$ cat config.mk
export PLATFORM = sky130hd
export DESIGN_NAME = prog_load_master_flat
export DESIGN_NICKNAME = d
export VERILOG_FILES = /design/src/rtl/prog_load_master_pkg.sv /design/src/rtl/prog_load_master_if.sv /design/src/rtl/bus_txn_timer.sv /design/src/rtl/prog_load_master.sv /design/src/flat_wrapper.sv
export SDC_FILE = /design/constraint.sdc
export NUM_CORES = 1
export LEC_CHECK = 0
export BUFFER_PORTS_ARGS = -buffer_cell sky130_fd_sc_hd__buf_2
export CAP_MARGIN = 30
export CORE_MARGIN = 2
export CORE_UTILIZATION = 35
export CTS_BUF_LIST = sky130_fd_sc_hd__clkbuf_16
export DETAILED_ROUTE_END_ITERATION = 8
export HOLD_SLACK_MARGIN = 0.12
export PLACE_DENSITY = 0.59
export SYNTH_ARGS = -nofsm -noshare
export SYNTH_HDL_FRONTEND = slang
export SYNTH_HIERARCHICAL = 1
export SYNTH_SLANG_ARGS = --single-unit
$ cat constraint.sdc
create_clock -name clk -period 3.1 [get_ports clk]
set_clock_uncertainty 0.15 [all_clocks]
set_input_delay 0.62 -clock clk [delete_from_list [all_inputs] [get_ports clk]]
set_output_delay 0.62 -clock clk [all_outputs]
set_load 0.05 [all_outputs]
$ cat src/rtl/prog_load_master_pkg.sv
// Shared types and constants for the program loader.
// Build option: PROG_LOAD_VERIFY_EN adds a read-back check per word.
package prog_load_master_pkg;

   typedef enum logic [2:0] {
      S_IDLE,
      S_WAIT_DATA,
      S_WRITE,
      S_VERIFY,
      S_DONE,
      S_ERROR
   } state_t;

   localparam logic [1:0] ERR_NONE    = 2'b00;
   localparam logic [1:0] ERR_TIMEOUT = 2'b01;
   localparam logic [1:0] ERR_ALIGN   = 2'b10;
   localparam logic [1:0] ERR_VERIFY  = 2'b11;

   localparam logic [31:0] IO_UART_TX   = 32'h3000_0000;
   localparam logic [31:0] IO_UART_RX   = 32'h3000_0004;
   localparam logic [31:0] IO_UART_STAT = 32'h3000_0008;
   localparam logic [31:0] IO_LED       = 32'h3000_000C;
   localparam logic [31:0] IO_TIMER     = 32'h3000_0010;
   localparam logic [31:0] RAM_LIMIT    = 32'h0000_2000;

   // Byte address of word idx; wraps mod 2^32
   function automatic logic [31:0] word_addr(
      input logic [31:0] base,
      input logic [31:0] idx
   );
      return base + (idx << 2);
   endfunction

endpackage

$ cat src/rtl/prog_load_master_if.sv
// Stream-in and native memory bus signals of the program loader.
interface prog_load_master_if;
   logic [31:0] in_data;
   logic        in_valid;
   logic        in_ready;
   logic        mem_valid;
   logic [31:0] mem_addr;
   logic [31:0] mem_wdata;
   logic [3:0]  mem_wstrb;
   logic        mem_ready;
   logic [31:0] mem_rdata;

   modport master (
      input  in_data, in_valid, mem_ready, mem_rdata,
      output in_ready, mem_valid, mem_addr, mem_wdata, mem_wstrb
   );

   modport slave (
      output in_data, in_valid, mem_ready, mem_rdata,
      input  in_ready, mem_valid, mem_addr, mem_wdata, mem_wstrb
   );
endinterface

$ cat src/rtl/bus_txn_timer.sv
// Per-transaction wait counter; expired fires on the cycle it would
// reach TIMEOUT_CYC with no acknowledge.
module bus_txn_timer #(
   parameter int TIMEOUT_CYC = 255
) (
   input  logic clk,
   input  logic rst,
   input  logic clr,
   input  logic en,
   output logic expired
);
   localparam int W = $clog2(TIMEOUT_CYC + 1);

   logic [W-1:0] cnt_q, cnt_d;

   always_comb begin
      cnt_d = cnt_q;
      if (clr)
         cnt_d = '0;
      else if (en)
         cnt_d = cnt_q + W'(1);
   end

   assign expired = en && (cnt_q == W'(TIMEOUT_CYC - 1));

   always_ff @(posedge clk) begin
      if (rst)
         cnt_q <= '0;
      else
         cnt_q <= cnt_d;
   end
endmodule

$ cat src/rtl/prog_load_master.sv
// Streams program words into RAM over the native bus, holding the core
// in reset meanwhile. Build option: PROG_LOAD_VERIFY_EN.
module prog_load_master
   import prog_load_master_pkg::*;
#(
   parameter int TIMEOUT_CYC = 255,
   parameter int CNT_W       = 12
) (
   input  logic               clk,
   input  logic               rst,
   input  logic               start,
   input  logic [31:0]        base_addr,
   input  logic [CNT_W-1:0]   word_count,
   prog_load_master_if.master bus,
   output logic               core_hold,
   output logic               busy,
   output logic               done,
   output logic               error,
   output logic [1:0]         err_code,
   output logic [31:0]        checksum
);
   state_t           state_q, state_d;
   logic [31:0]      base_q, base_d;
   logic [31:0]      word_q, word_d;
   logic [31:0]      addr_q, addr_d;
   logic [31:0]      sum_q, sum_d;
   logic [CNT_W-1:0] cnt_q, cnt_d;
   logic [CNT_W-1:0] idx_q, idx_d;
   logic [CNT_W-1:0] idx_inc;
   logic [3:0]       wstrb_q, wstrb_d;
   logic [1:0]       code_q, code_d;
   logic             valid_q, valid_d;
   logic             rdy_q, rdy_d;
   logic             hold_q, hold_d;
   logic             busy_q, busy_d;
   logic             done_q, done_d;
   logic             err_q, err_d;
   logic             ack, in_txn;
   logic             tmr_clr, tmr_en, tmr_exp;

   // A ready pulse only counts against an outstanding request
   assign ack     = valid_q && bus.mem_ready;
   assign in_txn  = (state_q == S_WRITE) || (state_q == S_VERIFY);
   assign idx_inc = idx_q + CNT_W'(1);
   assign tmr_en  = in_txn && !ack;
   assign tmr_clr = (state_d != state_q);

   bus_txn_timer #(
      .TIMEOUT_CYC (TIMEOUT_CYC)
   ) u_bus_txn_timer (
      .clk     (clk),
      .rst     (rst),
      .clr     (tmr_clr),
      .en      (tmr_en),
      .expired (tmr_exp)
   );

   always_comb begin
      state_d = state_q;
      base_d  = base_q;
      word_d  = word_q;
      addr_d  = addr_q;
      sum_d   = sum_q;
      cnt_d   = cnt_q;
      idx_d   = idx_q;
      wstrb_d = wstrb_q;
      code_d  = code_q;
      valid_d = valid_q;
      unique case (state_q)
         S_IDLE, S_DONE, S_ERROR: begin
            if (start) begin
               base_d = base_addr;
               cnt_d  = word_count;
               sum_d  = '0;
               idx_d  = '0;
               code_d = ERR_NONE;
               if (base_addr[1:0] != 2'b00) begin
                  state_d = S_ERROR;
                  code_d  = ERR_ALIGN;
               end else if (word_count == '0) begin
                  state_d = S_DONE;
               end else begin
                  state_d = S_WAIT_DATA;
               end
            end
         end
         S_WAIT_DATA: begin
            if (bus.in_valid && rdy_q) begin
               word_d  = bus.in_data;
               addr_d  = word_addr(base_q, 32'(idx_q));
               wstrb_d = 4'hF;
               valid_d = 1'b1;
               state_d = S_WRITE;
            end
         end
         S_WRITE: begin
            if (ack) begin
               valid_d = 1'b0;
               sum_d   = sum_q + word_q;
`ifdef PROG_LOAD_VERIFY_EN
               state_d = S_VERIFY;
`else
               idx_d   = idx_inc;
               state_d = (idx_inc == cnt_q) ? S_DONE : S_WAIT_DATA;
`endif
            end else if (tmr_exp) begin
               valid_d = 1'b0;
               code_d  = ERR_TIMEOUT;
               state_d = S_ERROR;
            end
         end
`ifdef PROG_LOAD_VERIFY_EN
         S_VERIFY: begin
            if (ack) begin
               valid_d = 1'b0;
               if (bus.mem_rdata != word_q) begin
                  code_d  = ERR_VERIFY;
                  state_d = S_ERROR;
               end else begin
                  idx_d   = idx_inc;
                  state_d = (idx_inc == cnt_q) ? S_DONE : S_WAIT_DATA;
               end
            end else if (tmr_exp) begin
               valid_d = 1'b0;
               code_d  = ERR_TIMEOUT;
               state_d = S_ERROR;
            end else if (!valid_q) begin
               // Read issued one cycle after the write ack drops
               valid_d = 1'b1;
               wstrb_d = 4'h0;
            end
         end
`endif
         default: state_d = S_IDLE;
      endcase

      rdy_d  = (state_d == S_WAIT_DATA);
      busy_d = (state_d == S_WAIT_DATA) || (state_d == S_WRITE) ||
               (state_d == S_VERIFY);
      hold_d = busy_d || (state_d == S_ERROR);
      done_d = (state_d == S_DONE);
      err_d  = (state_d == S_ERROR);
   end

   always_ff @(posedge clk) begin
      if (rst) begin
         state_q <= S_IDLE;
         base_q  <= '0;
         word_q  <= '0;
         addr_q  <= '0;
         sum_q   <= '0;
         cnt_q   <= '0;
         idx_q   <= '0;
         wstrb_q <= '0;
         code_q  <= ERR_NONE;
         valid_q <= 1'b0;
         rdy_q   <= 1'b0;
         hold_q  <= 1'b0;
         busy_q  <= 1'b0;
         done_q  <= 1'b0;
         err_q   <= 1'b0;
      end else begin
         state_q <= state_d;
         base_q  <= base_d;
         word_q  <= word_d;
         addr_q  <= addr_d;
         sum_q   <= sum_d;
         cnt_q   <= cnt_d;
         idx_q   <= idx_d;
         wstrb_q <= wstrb_d;
         code_q  <= code_d;
         valid_q <= valid_d;
         rdy_q   <= rdy_d;
         hold_q  <= hold_d;
         busy_q  <= busy_d;
         done_q  <= done_d;
         err_q   <= err_d;
      end
   end

`ifndef PROG_LOAD_VERIFY_EN
   logic unused_rdata;
   assign unused_rdata = ^bus.mem_rdata;
`endif

   assign bus.in_ready  = rdy_q;
   assign bus.mem_valid = valid_q;
   assign bus.mem_addr  = addr_q;
   assign bus.mem_wdata = word_q;
   assign bus.mem_wstrb = wstrb_q;
   assign core_hold     = hold_q;
   assign busy          = busy_q;
   assign done          = done_q;
   assign error         = err_q;
   assign err_code      = code_q;
   assign checksum      = sum_q;
endmodule

$ cat src/flat_wrapper.sv
// flat-port wrapper written by rule: the top's interface ports become plain ports
module prog_load_master_flat import prog_load_master_pkg::*;
#(
   parameter int TIMEOUT_CYC = 255,
   parameter int CNT_W       = 12
)
  (clk, rst, start, base_addr, word_count, core_hold, busy, done, error, err_code, checksum, bus_in_data, bus_in_valid, bus_mem_ready, bus_mem_rdata, bus_in_ready, bus_mem_valid, bus_mem_addr, bus_mem_wdata, bus_mem_wstrb);
  prog_load_master_if bus_i ();
  input  logic clk;
  input  logic rst;
  input  logic start;
  input  logic [31:0] base_addr;
  input  logic [CNT_W-1:0] word_count;
  output logic core_hold;
  output logic busy;
  output logic done;
  output logic error;
  output logic [1:0] err_code;
  output logic [31:0] checksum;
  input wire logic [$bits(bus_i.in_data)-1:0] bus_in_data;
  input wire logic [$bits(bus_i.in_valid)-1:0] bus_in_valid;
  input wire logic [$bits(bus_i.mem_ready)-1:0] bus_mem_ready;
  input wire logic [$bits(bus_i.mem_rdata)-1:0] bus_mem_rdata;
  output wire logic [$bits(bus_i.in_ready)-1:0] bus_in_ready;
  output wire logic [$bits(bus_i.mem_valid)-1:0] bus_mem_valid;
  output wire logic [$bits(bus_i.mem_addr)-1:0] bus_mem_addr;
  output wire logic [$bits(bus_i.mem_wdata)-1:0] bus_mem_wdata;
  output wire logic [$bits(bus_i.mem_wstrb)-1:0] bus_mem_wstrb;
  assign bus_i.in_data = bus_in_data;
  assign bus_i.in_valid = bus_in_valid;
  assign bus_i.mem_ready = bus_mem_ready;
  assign bus_i.mem_rdata = bus_mem_rdata;
  assign bus_in_ready = bus_i.in_ready;
  assign bus_mem_valid = bus_i.mem_valid;
  assign bus_mem_addr = bus_i.mem_addr;
  assign bus_mem_wdata = bus_i.mem_wdata;
  assign bus_mem_wstrb = bus_i.mem_wstrb;
  prog_load_master #(.TIMEOUT_CYC(TIMEOUT_CYC), .CNT_W(CNT_W)) u_core (.clk(clk), .rst(rst), .start(start), .base_addr(base_addr), .word_count(word_count), .bus(bus_i), .core_hold(core_hold), .busy(busy), .done(done), .error(error), .err_code(err_code), .checksum(checksum));
endmodule
After elaboration in Yosys (flattened, before gate mapping) --
Index checks and enable logic that the tools add are counted.
Operators by class: eq/ne operators 19, reductions and logical operators 21, add/sub/neg operators 4, muxes and demuxes 23
Operators with widths (number):
- $mux W32 | 2
- $pmux W32 S2 | 1
- $add A32 B14 Y32 | 1
- $add A32 B32 Y32 | 1
- $mux W12 | 2
- $pmux W12 S2 | 1
- $mux W3 | 7
- $add A12 B1 Y12 const B | 1
- $eq A12 B12 Y1 | 1
- $eq A3 B2 Y1 const B | 4
- $eq A3 B3 Y1 const B | 4
- $logic_not A12 Y1 | 1
- $pmux W3 S3 | 1
- $add A8 B1 Y8 const B | 1
- $eq A8 B8 Y1 const B | 1
- $mux W2 | 4
- $eq A3 B1 Y1 const B | 2
- $ne A2 B1 Y1 const B | 3
- $reduce_and A3 Y1 | 2
- $reduce_bool A2 Y1 | 3
- $logic_and A1 B1 Y1 | 4
- $logic_or A1 B1 Y1 | 4
- $ne A2 B2 Y1 const B | 2
- $pmux W2 S2 | 1
- 10 further kinds | 13
Word-level totals: bits in registers 172, output and inout port bits 108, input bits 113

Longest topological paths before layout --
Gate-level depths: netlist (run 1).
depth after elaboration 11, mapped depth 14

Cells and area by module --
Netlist (run 1), hierarchy kept.
By module, submodules not included:
- prog_load_master | times used 1, cells an instance 1087, area an instance 8558.2 um^2
- bus_txn_timer | times used 1, cells an instance 42, area an instance 377.9 um^2

Least setup slack after synthesis (run 1) --
Ideal clock, no wire load.
kind flip-flop to flip-flop, start register u_core.word_q[7], in the netlist u_core/bus.mem_wdata[7], end register u_core.sum_q[15], in the netlist u_core/checksum[15], cell stages (with the launch flop) 11, setup slack -0.058 ns, library setup time 0.117 ns, arrival 2.891 ns, required time 2.833 ns, buffers on the path 0, path through dfxtp_1 > ha_1 > a21o_1 > a31o_1 > o311a_1 > or3_4 > a21o_1 > a31oi_4 > o21bai_2 > xor2_1 > a22o_1
On the way: word-level cells in the longest chain between the ends 3
RTL lines:
- start: declaration | line prog_load_master.sv:24 | logic [31:0] word_q, word_d;
- start signal: assignment | line prog_load_master.sv:165 | word_q <= word_d;
- $add A32 B32 Y32 | line prog_load_master.sv:99 | sum_d = sum_q + word_q;
- $mux W32 | line prog_load_master.sv:97 | if (ack) begin
- $pmux W32 S2 | line prog_load_master.sv:69 | unique case (state_q)
- end signal: assignment | line prog_load_master.sv:167 | sum_q <= sum_d;
- end: declaration | line prog_load_master.sv:26 | logic [31:0] sum_q, sum_d;
Every way passes these cells. The select of a mux whose other input is x is not followed. A chain may end at the register's enable or synchronous reset.

Worst setup path in the final report (run 1) --
Ends and elaborated chain as after synthesis.

==> impl_metrics.env, run 1 <==
export IMPL_run_status="complete, no violations"
export IMPL_insertion_delay_ps=440
export IMPL_cp_end_kind="register"
export IMPL_route_detailed_drc=0
export IMPL_comb_power_share=0.089
export IMPL_dieWidth_um=164
export IMPL_ys_seq_area_frac=0.385
export IMPL_layout_common_cells="233 x nand2_1, 187 x buf_2, 165 x dfxtp_1"
export IMPL_cp_data_arrival_time_ps=3120
export IMPL_p_per_area_mw_per_mm2=451
export IMPL_grtUsageTotal=0.187
export IMPL_cp_start_kind="register"
export IMPL_critPathBufInv=0
export IMPL_placed_cells=1615
export IMPL_placed_area_mm2=0.0104
export IMPL_power_frac_seq=0.466
export IMPL_design_area_mm2=0.0110
export IMPL_core_area_mm2=0.0251
export IMPL_finalMaxSlewViolations=0
export IMPL_syn_inst=1129
export IMPL_ant_nets=0
export IMPL_place_gp_congestion=0.864
export IMPL_viasPerCell=5.16
export IMPL_synth_avg_cell_area_um2=7.92
export IMPL_syn_num_nets=1290
export IMPL_finalHoldViolCount=0
export IMPL_min_to="u_core/base_q[10]$_SDFFE_PP0P_"
export IMPL_routed_wl_um=25500
export IMPL_fmax_mhz=340
export IMPL_htreeDepth=4
export IMPL_max_stage_delay_ps=390
export IMPL_overflow=0
export IMPL_layout_cells_non_filler=1650
export IMPL_min_path_cells=3
export IMPL_critPathTopFamily="compound AO/OA/AOI/OAI gates"
export IMPL_crit_chain="ha_2, a21o_1, a31o_1, o311a_1, or3_4, a21o_1, a31oi_4, o21bai_2, xor2_1, a22o_1"
export IMPL_drtPass1Iterations=4
export IMPL_fill_cells=2568
export IMPL_r2r_cells=10
export IMPL_p_switching_mw=1.28
export IMPL_die_area_mm2=0.0268
export IMPL_critical_path_slowest_cell="o311a_1"
export IMPL_fp_dieH_um=164
export IMPL_layout_nets=1467
export IMPL_syn_area_mm2=0.00894
export IMPL_cts_buffers=17
export IMPL_final_common_cell="nand2_1"
export IMPL_fin_crit_ps=2950
export IMPL_drt_iter0_markers=536
export IMPL_wire_per_inst_um=15.4
export IMPL_worstHoldStart="base_addr[10]"
export IMPL_r2r_end="u_core/checksum[15]$_SDFFE_PP0P_"
export IMPL_r2r_start="u_core/bus.mem_wdata[7]$_SDFFE_PP0P_"
export IMPL_cts_num_sinks=172
export IMPL_drive_gt1_frac=0.224
export IMPL_antenna_found_initial=3
export IMPL_max_cap_violations=0
export IMPL_hpwl_um=18000
export IMPL_ir_drop_mv=0.275
export IMPL_worstMarginPinSlew_ps=796
export IMPL_maxSlewHeadroom=0.469
export IMPL_critPathKind="reg -> reg"
export IMPL_std_cell_rows=58
export IMPL_ios=221
export IMPL_finalCritPeriodShare=0.950
export IMPL_grt_max_degree=101
export IMPL_clk_path_buf_depth=2
export IMPL_async_reset_ff_frac=0
export IMPL_syn_to_final_growth_pct=23.5
export IMPL_ys_warnings_count=6
export IMPL_r2r_slack_ps=150
export IMPL_grt_pass1_vias=7888
export IMPL_initial_core_util=0.356
export IMPL_p_total_mw=4.97
export IMPL_p_int_mw=3.69
export IMPL_clockRootBuffer="clkbuf_16"
export IMPL_portBuffers=188
export IMPL_crit_required_ps=3270
export IMPL_grt_first_pass_wirelength_um=40000
export IMPL_cellLeakagePower_nw=4.81
export IMPL_ys_types=67
export IMPL_clkPwrFrac=0.445
export IMPL_synth_flop_cell="dfxtp_1"
export IMPL_cts_tree="yes"
export IMPL_min_path_type="in -> reg"
export IMPL_crit_cells=10
export IMPL_ys_ff_latch=172
export IMPL_num_vias=8521
export IMPL_setup_viol=0
export IMPL_critPathMostFrequentCell="a21o_1"
export IMPL_synth_edf_count=0
export IMPL_p_sw_frac=0.258
export IMPL_cts_clk_slew_worst_paths_ps=70
export IMPL_cp_max_fo=5
-- cell families (layout without fill, tap and decap cells) --
family / after synthesis / after routing / synth area share
flip-flops: 172 / 172 / 0.385
AO/OA/AOI/OAI: 297 / 297 / 0.208
multiplexers: 3 / 3 / 0.00364
buffers and inverters: 79 / 269 / 0.0353
XOR/XNOR: 63 / 63 / 0.0617
adder cells (fa/ha/maj): 48 / 48 / 0.0689
AND/OR/NAND/NOR: 467 / 467 / 0.237
other: 0 / 1 / 0
-- tightest hold or removal path, cell delays in order --
cell	delay, ps
buf_2	90
nand2_1	50
a21oi_1	50
-- layout make-up --
cell class | instances | area [um^2] | area share
Antenna cell | 1 | 2.50 | 0.000227
Sequential cell | 172 | 3450 | 0.313
Inverter | 15 | 56.3 | 0.00510
Multi-Input combinational cell | 878 | 5250 | 0.476
Clock buffer | 17 | 425 | 0.0386
Timing Repair Buffer | 222 | 1260 | 0.115
Tap cell | 330 | 413 | 0.0374
Clock inverter | 15 | 171 | 0.0155
-- cell usage after synthesis, drive strengths merged, types with 3 or more instances --
cell type  number  share of area
nor2b           8         0.0056
nor4            6         0.0042
ha             46          0.064
o21a            6         0.0050
and2            9         0.0063
a211oi         22          0.018
nand3          37          0.021
xor2           31          0.030
buf            15         0.0084
and4            4         0.0042
inv            15         0.0063
nand2         233          0.098
dfxtp         172           0.39
clkbuf         49          0.021
or2             4         0.0028
or4             3         0.0025
o31ai           3         0.0041
a22o            9         0.0088
a21o           19          0.016
and3           12         0.0084
a311oi          9         0.0088
nand2b         12         0.0084
nor3           19          0.011
o21ai          38          0.021
or3            13         0.0097
a21oi         150          0.084
o211ai          5         0.0042
a31oi          11          0.010
nand4          14          0.012
nor2           83          0.035
nand3b          7         0.0059
xnor2          32          0.031
-- power groups by stage --
stage / Sequential [mW] / Combinational (mW) / Clock (mW)
floorplan: 2.42 / 0.231 / 0
global placement: 2.36 / 0.439 / 0
detailed placement: 2.37 / 0.444 / 0
CTS: 2.31 / 0.446 / 2.29
global route: 2.32 / 0.489 / 2.36
finish: 2.31 / 0.443 / 2.21
-- worst max path at each step --
stage / to / slack [ps] / startpoint
detailed placement: u_core/checksum[30]$_SDFFE_PP0P_ / -20 / u_core/bus.mem_wdata[0]$_SDFFE_PP0P_
global placement: u_core/checksum[28]$_SDFFE_PP0P_ / -30 / u_core/bus.mem_wdata[0]$_SDFFE_PP0P_
CTS: u_core/checksum[28]$_SDFFE_PP0P_ / 30 / u_core/bus.mem_wdata[0]$_SDFFE_PP0P_
finish: u_core/checksum[15]$_SDFFE_PP0P_ / 150 / u_core/bus.mem_wdata[7]$_SDFFE_PP0P_
global route: u_core/checksum[30]$_SDFFE_PP0P_ / -4 / u_core/bus.mem_wdata[0]$_SDFFE_PP0P_
floorplan: u_core/checksum[30]$_SDFFE_PP0P_ / 8 / u_core/bus.mem_wdata[15]$_SDFFE_PP0P_
-- metal layers --
metal	wire, um	vias to the layer above	GRT usage
li1	-	4329	-
met1	11800	3959	0.237
met2	11800	202	0.313
met3	1460	27	0.0472
met4	389	4	0.0542
met5	25	-	0
-- registers in the layout, summed over array words and instances, names as in the netlist, 2 cells and up --
name                          flops
u_core/checksum                  32
u_core/u_bus_txn_timer/cnt_q      8
u_core/cnt_q                     12
u_core/base_q                    32
u_core/state_q                    3
u_core/err_code                   2
u_core/bus.mem_wdata             32
u_core/idx_q                     12
u_core/bus.mem_addr              32
-- per-stage QoR --
stage	hold WS, ps	setup slack, ps	setup TNS, ps	util
2_1_floorplan	282	7.62	0	-
3_3_place_gp	287	-30.8	-51.6	0.412
3_5_place_dp	294	-17.6	-33.9	0.413
4_1_cts	253	34.9	0	0.437
5_1_grt	260	-3.89	-3.89	0.439
6_report	271	155	0	0.439
-- repair_timing --
| item | in CTS | in global routing |
|---|---|---|
| buffers inserted | 0 | 2 |
| setup endpoints to repair | 3 | 32 |
| hold buffers | 0 | 0 |
| pin swaps | 0 | 5 |
| gates resized for setup | 1 | 18 |
(Power assumes the default switching activity.)
==> run 2, diff against run 1 <==
--- a/config.mk
+++ b/config.mk
@@ -15,5 +15,4 @@
 export PLACE_DENSITY = 0.59
 export SYNTH_ARGS = -nofsm -noshare
 export SYNTH_HDL_FRONTEND = slang
-export SYNTH_HIERARCHICAL = 1
 export SYNTH_SLANG_ARGS = --single-unit
==> run 2 against run 1 <==
Synthesized cell count down 1.8%. Power down 1.3%. Die area about the same. Setup slack better by 58 ps. Sequential power about the same. Count of clock-buffer cells in the layout unchanged. Hold slack better by 5.6 ps.
==> impl_metrics.env, run 2 <==
export IMPL_run_status="complete, no violations"
export IMPL_wire_per_inst_um=14.9
export IMPL_clk_path_buf_depth=2
export IMPL_setup_viol=0
export IMPL_ys_seq_area_frac=0.385
export IMPL_diodes=0
export IMPL_grtUsageTotal=0.174
export IMPL_cp_start_kind="register"
export IMPL_core_area_mm2=0.0251
export IMPL_overflow=0
export IMPL_layout_nets=1441
export IMPL_critPathTopFamily="simple AND/OR/NAND/NOR gates"
export IMPL_cellLeakagePower_nw=4.70
export IMPL_synth_flop_cell="dfxtp_1"
export IMPL_ys_warnings_count=0
export IMPL_ios=221
export IMPL_crit_required_ps=3300
export IMPL_antenna_found_initial=0
export IMPL_cts_tree="yes"
export IMPL_insertion_delay_ps=430
export IMPL_worstMarginPinSlew_ps=729
export IMPL_critPathBufInv=2
export IMPL_grt_first_pass_wirelength_um=37400
export IMPL_initial_core_util=0.356
export IMPL_layout_common_cells="208 x nand2_1, 187 x buf_2, 172 x dfxtp_1"
export IMPL_die_area_mm2=0.0268
export IMPL_cp_max_fo=8
export IMPL_cts_clk_slew_worst_paths_ps=70
export IMPL_fill_cells=2633
export IMPL_yosys_top_cells_area="dfxtp_1 39%, nand2_1 8.7%, a21oi_1 8.2%"
export IMPL_clockRootBuffer="clkbuf_16"
export IMPL_ctsHoldBuffers=0
export IMPL_std_cell_rows=58
export IMPL_viasPerCell=5.06
export IMPL_syn_area_mm2=0.00893
export IMPL_design_area_mm2=0.0108
export IMPL_ys_types=65
export IMPL_cts_buffers=17
export IMPL_synth_top_family_by_area="simple AND/OR/NAND/NOR gates"
export IMPL_placed_area_mm2=0.0102
export IMPL_routed_wl_um=24200
export IMPL_p_per_area_mw_per_mm2=453
export IMPL_synth_most_common_cell="nand2_1"
export IMPL_num_vias=8209
export IMPL_fp_dieH_um=164
export IMPL_cp_data_arrival_time_ps=3090
export IMPL_finalMaxSlewViolations=0
export IMPL_async_reset_ff_frac=0
export IMPL_cts_num_sinks=172
export IMPL_finalHoldViolCount=0
export IMPL_fin_crit_ps=2890
export IMPL_synth_commonest_cells="208 x nand2_1, 172 x dfxtp_1, 146 x a21oi_1, 95 x nor2_1, 48 x clkbuf_1"
export IMPL_p_total_mw=4.90
export IMPL_synth_avg_cell_area_um2=8.06
export IMPL_fmax_mhz=346
export IMPL_cp_end_kind="register"
export IMPL_critPathMostFrequentCell="buf_4"
export IMPL_critical_path_slowest_cell="dfxtp_1"
export IMPL_syn_to_final_growth_pct=21.2
export IMPL_portBuffers=188
export IMPL_synth_fa_ha_area_frac=0.0689
export IMPL_drive_gt1_frac=0.209
export IMPL_syn_num_nets=1270
export IMPL_max_cap_violations=0
export IMPL_ant_nets=0
export IMPL_ys_ff_latch=172
export IMPL_dieWidth_um=164
export IMPL_grt_max_degree=66
export IMPL_hpwl_um=17400
export IMPL_seqCellArea_mm2=0.00344
export IMPL_postCtsSetupBuffers=0
export IMPL_crit_chain="buf_4, ha_1, nand3_1, buf_4, nor3_4, o221ai_2, nor4_4, o211ai_2, o21ai_2, o2111ai_4, a211oi_2"
export IMPL_min_path_type="in -> reg"
export IMPL_synth_edf_count=0
export IMPL_synth_simple_area_share=0.221
export IMPL_syn_inst=1109
export IMPL_ir_drop_mv=0.270
export IMPL_drt_iter0_markers=406
export IMPL_max_stage_delay_ps=410
export IMPL_ctsResizeCount=0
export IMPL_route_detailed_drc=0
export IMPL_synthMuxAreaShare=0
export IMPL_synth_top_area_share=0.385
export IMPL_htreeDepth=4
export IMPL_grt_pass1_vias=7455
export IMPL_place_gp_congestion=0.833
export IMPL_finalCritPeriodShare=0.931
export IMPL_final_common_cell="nand2_1"
export IMPL_critPathKind="reg -> reg"
export IMPL_synth_compound_area_frac=0.215
export IMPL_drtPass1Iterations=6
export IMPL_rsz0062_at_grt="yes"
export IMPL_maxSlewHeadroom=0.514
export IMPL_yosys_area_top_type="dfxtp_1"
export IMPL_synth_xor_area_share=0.0735
export IMPL_multi_input_area_mm2=0.00519
## run 2: path summary, 6_finish.rpt
path                                                     startpoint  slack [ps]  depth (start not counted)                                           end
worst max-delay path                   u_core.idx_q[1]$_SDFFE_PP0P_         210                         11  u_core.u_bus_txn_timer.cnt_q[1]$_SDFFE_PP0P_
worst min-delay path                                   base_addr[2]         280                          3                 u_core.base_q[2]$_SDFFE_PP0P_
worst max register to register         u_core.idx_q[1]$_SDFFE_PP0P_         210                         11  u_core.u_bus_txn_timer.cnt_q[1]$_SDFFE_PP0P_
worst min register to register  u_core.bus.mem_addr[0]$_SDFFE_PP0P_         310                          2           u_core.bus.mem_addr[0]$_SDFFE_PP0P_
## run 2: logic make-up (layout without fill, tap and decap cells)
logic type / count (synthesis) / in the layout
AOI/OAI and AO/OA: 304 / 304
xor gates and xnor gates: 75 / 75
and+or+nand+nor: 430 / 430
adders and majority gates: 48 / 48
DFF: 172 / 172
buffers and inverters: 80 / 262
## run 2: layer usage
layer  routed length [um]  share of wire  global-route usage
met2                11900           0.49               0.309
met5                    0              0                   0
met1                10900           0.45               0.217
met3                 1150          0.047              0.0338
met4                  199         0.0082              0.0399
## run 2: tightest hold or removal path: cells and delay by family
kind,cells,cell delay [ps]
AND/OR/NAND/NOR,1,50
buffers and inverters,1,90
AO/OA/AOI/OAI,1,50
## run 2: cell type report
type | instances | area share
inverter | 19 | 0.00658
timing repair buffer | 213 | 0.106
clock buffer | 17 | 0.0393
multi-input combinational | 857 | 0.479
sequential | 172 | 0.318
tap | 330 | 0.0381
clock inverter | 13 | 0.0131
## run 2: metrics by stage
| stage | hold slack, ps | utilization | worst slack, ps | cells | setup TNS [ps] |
|---|---|---|---|---|---|
| 6_report | 277 | 0.431 | 213 | 1621 | 0 |
| 5_1_grt | 257 | 0.431 | -16.9 | 1621 | -16.9 |
| 4_1_cts | 255 | 0.431 | 137 | 1621 | 0 |
| 3_5_place_dp | 296 | 0.408 | 156 | 1591 | 0 |
| 3_3_place_gp | 290 | 0.407 | 199 | 1590 | 0 |
| 2_1_floorplan | 282 | - | 179 | 1109 | 0 |
## run 2: power by group
group	internal [mW]	switching, mW	leakage [nW]
Clock	1.19	0.930	0.269
Sequential	2.27	0.0511	1.39
Combinational	0.160	0.308	3.04
Total	3.62	1.29	4.70
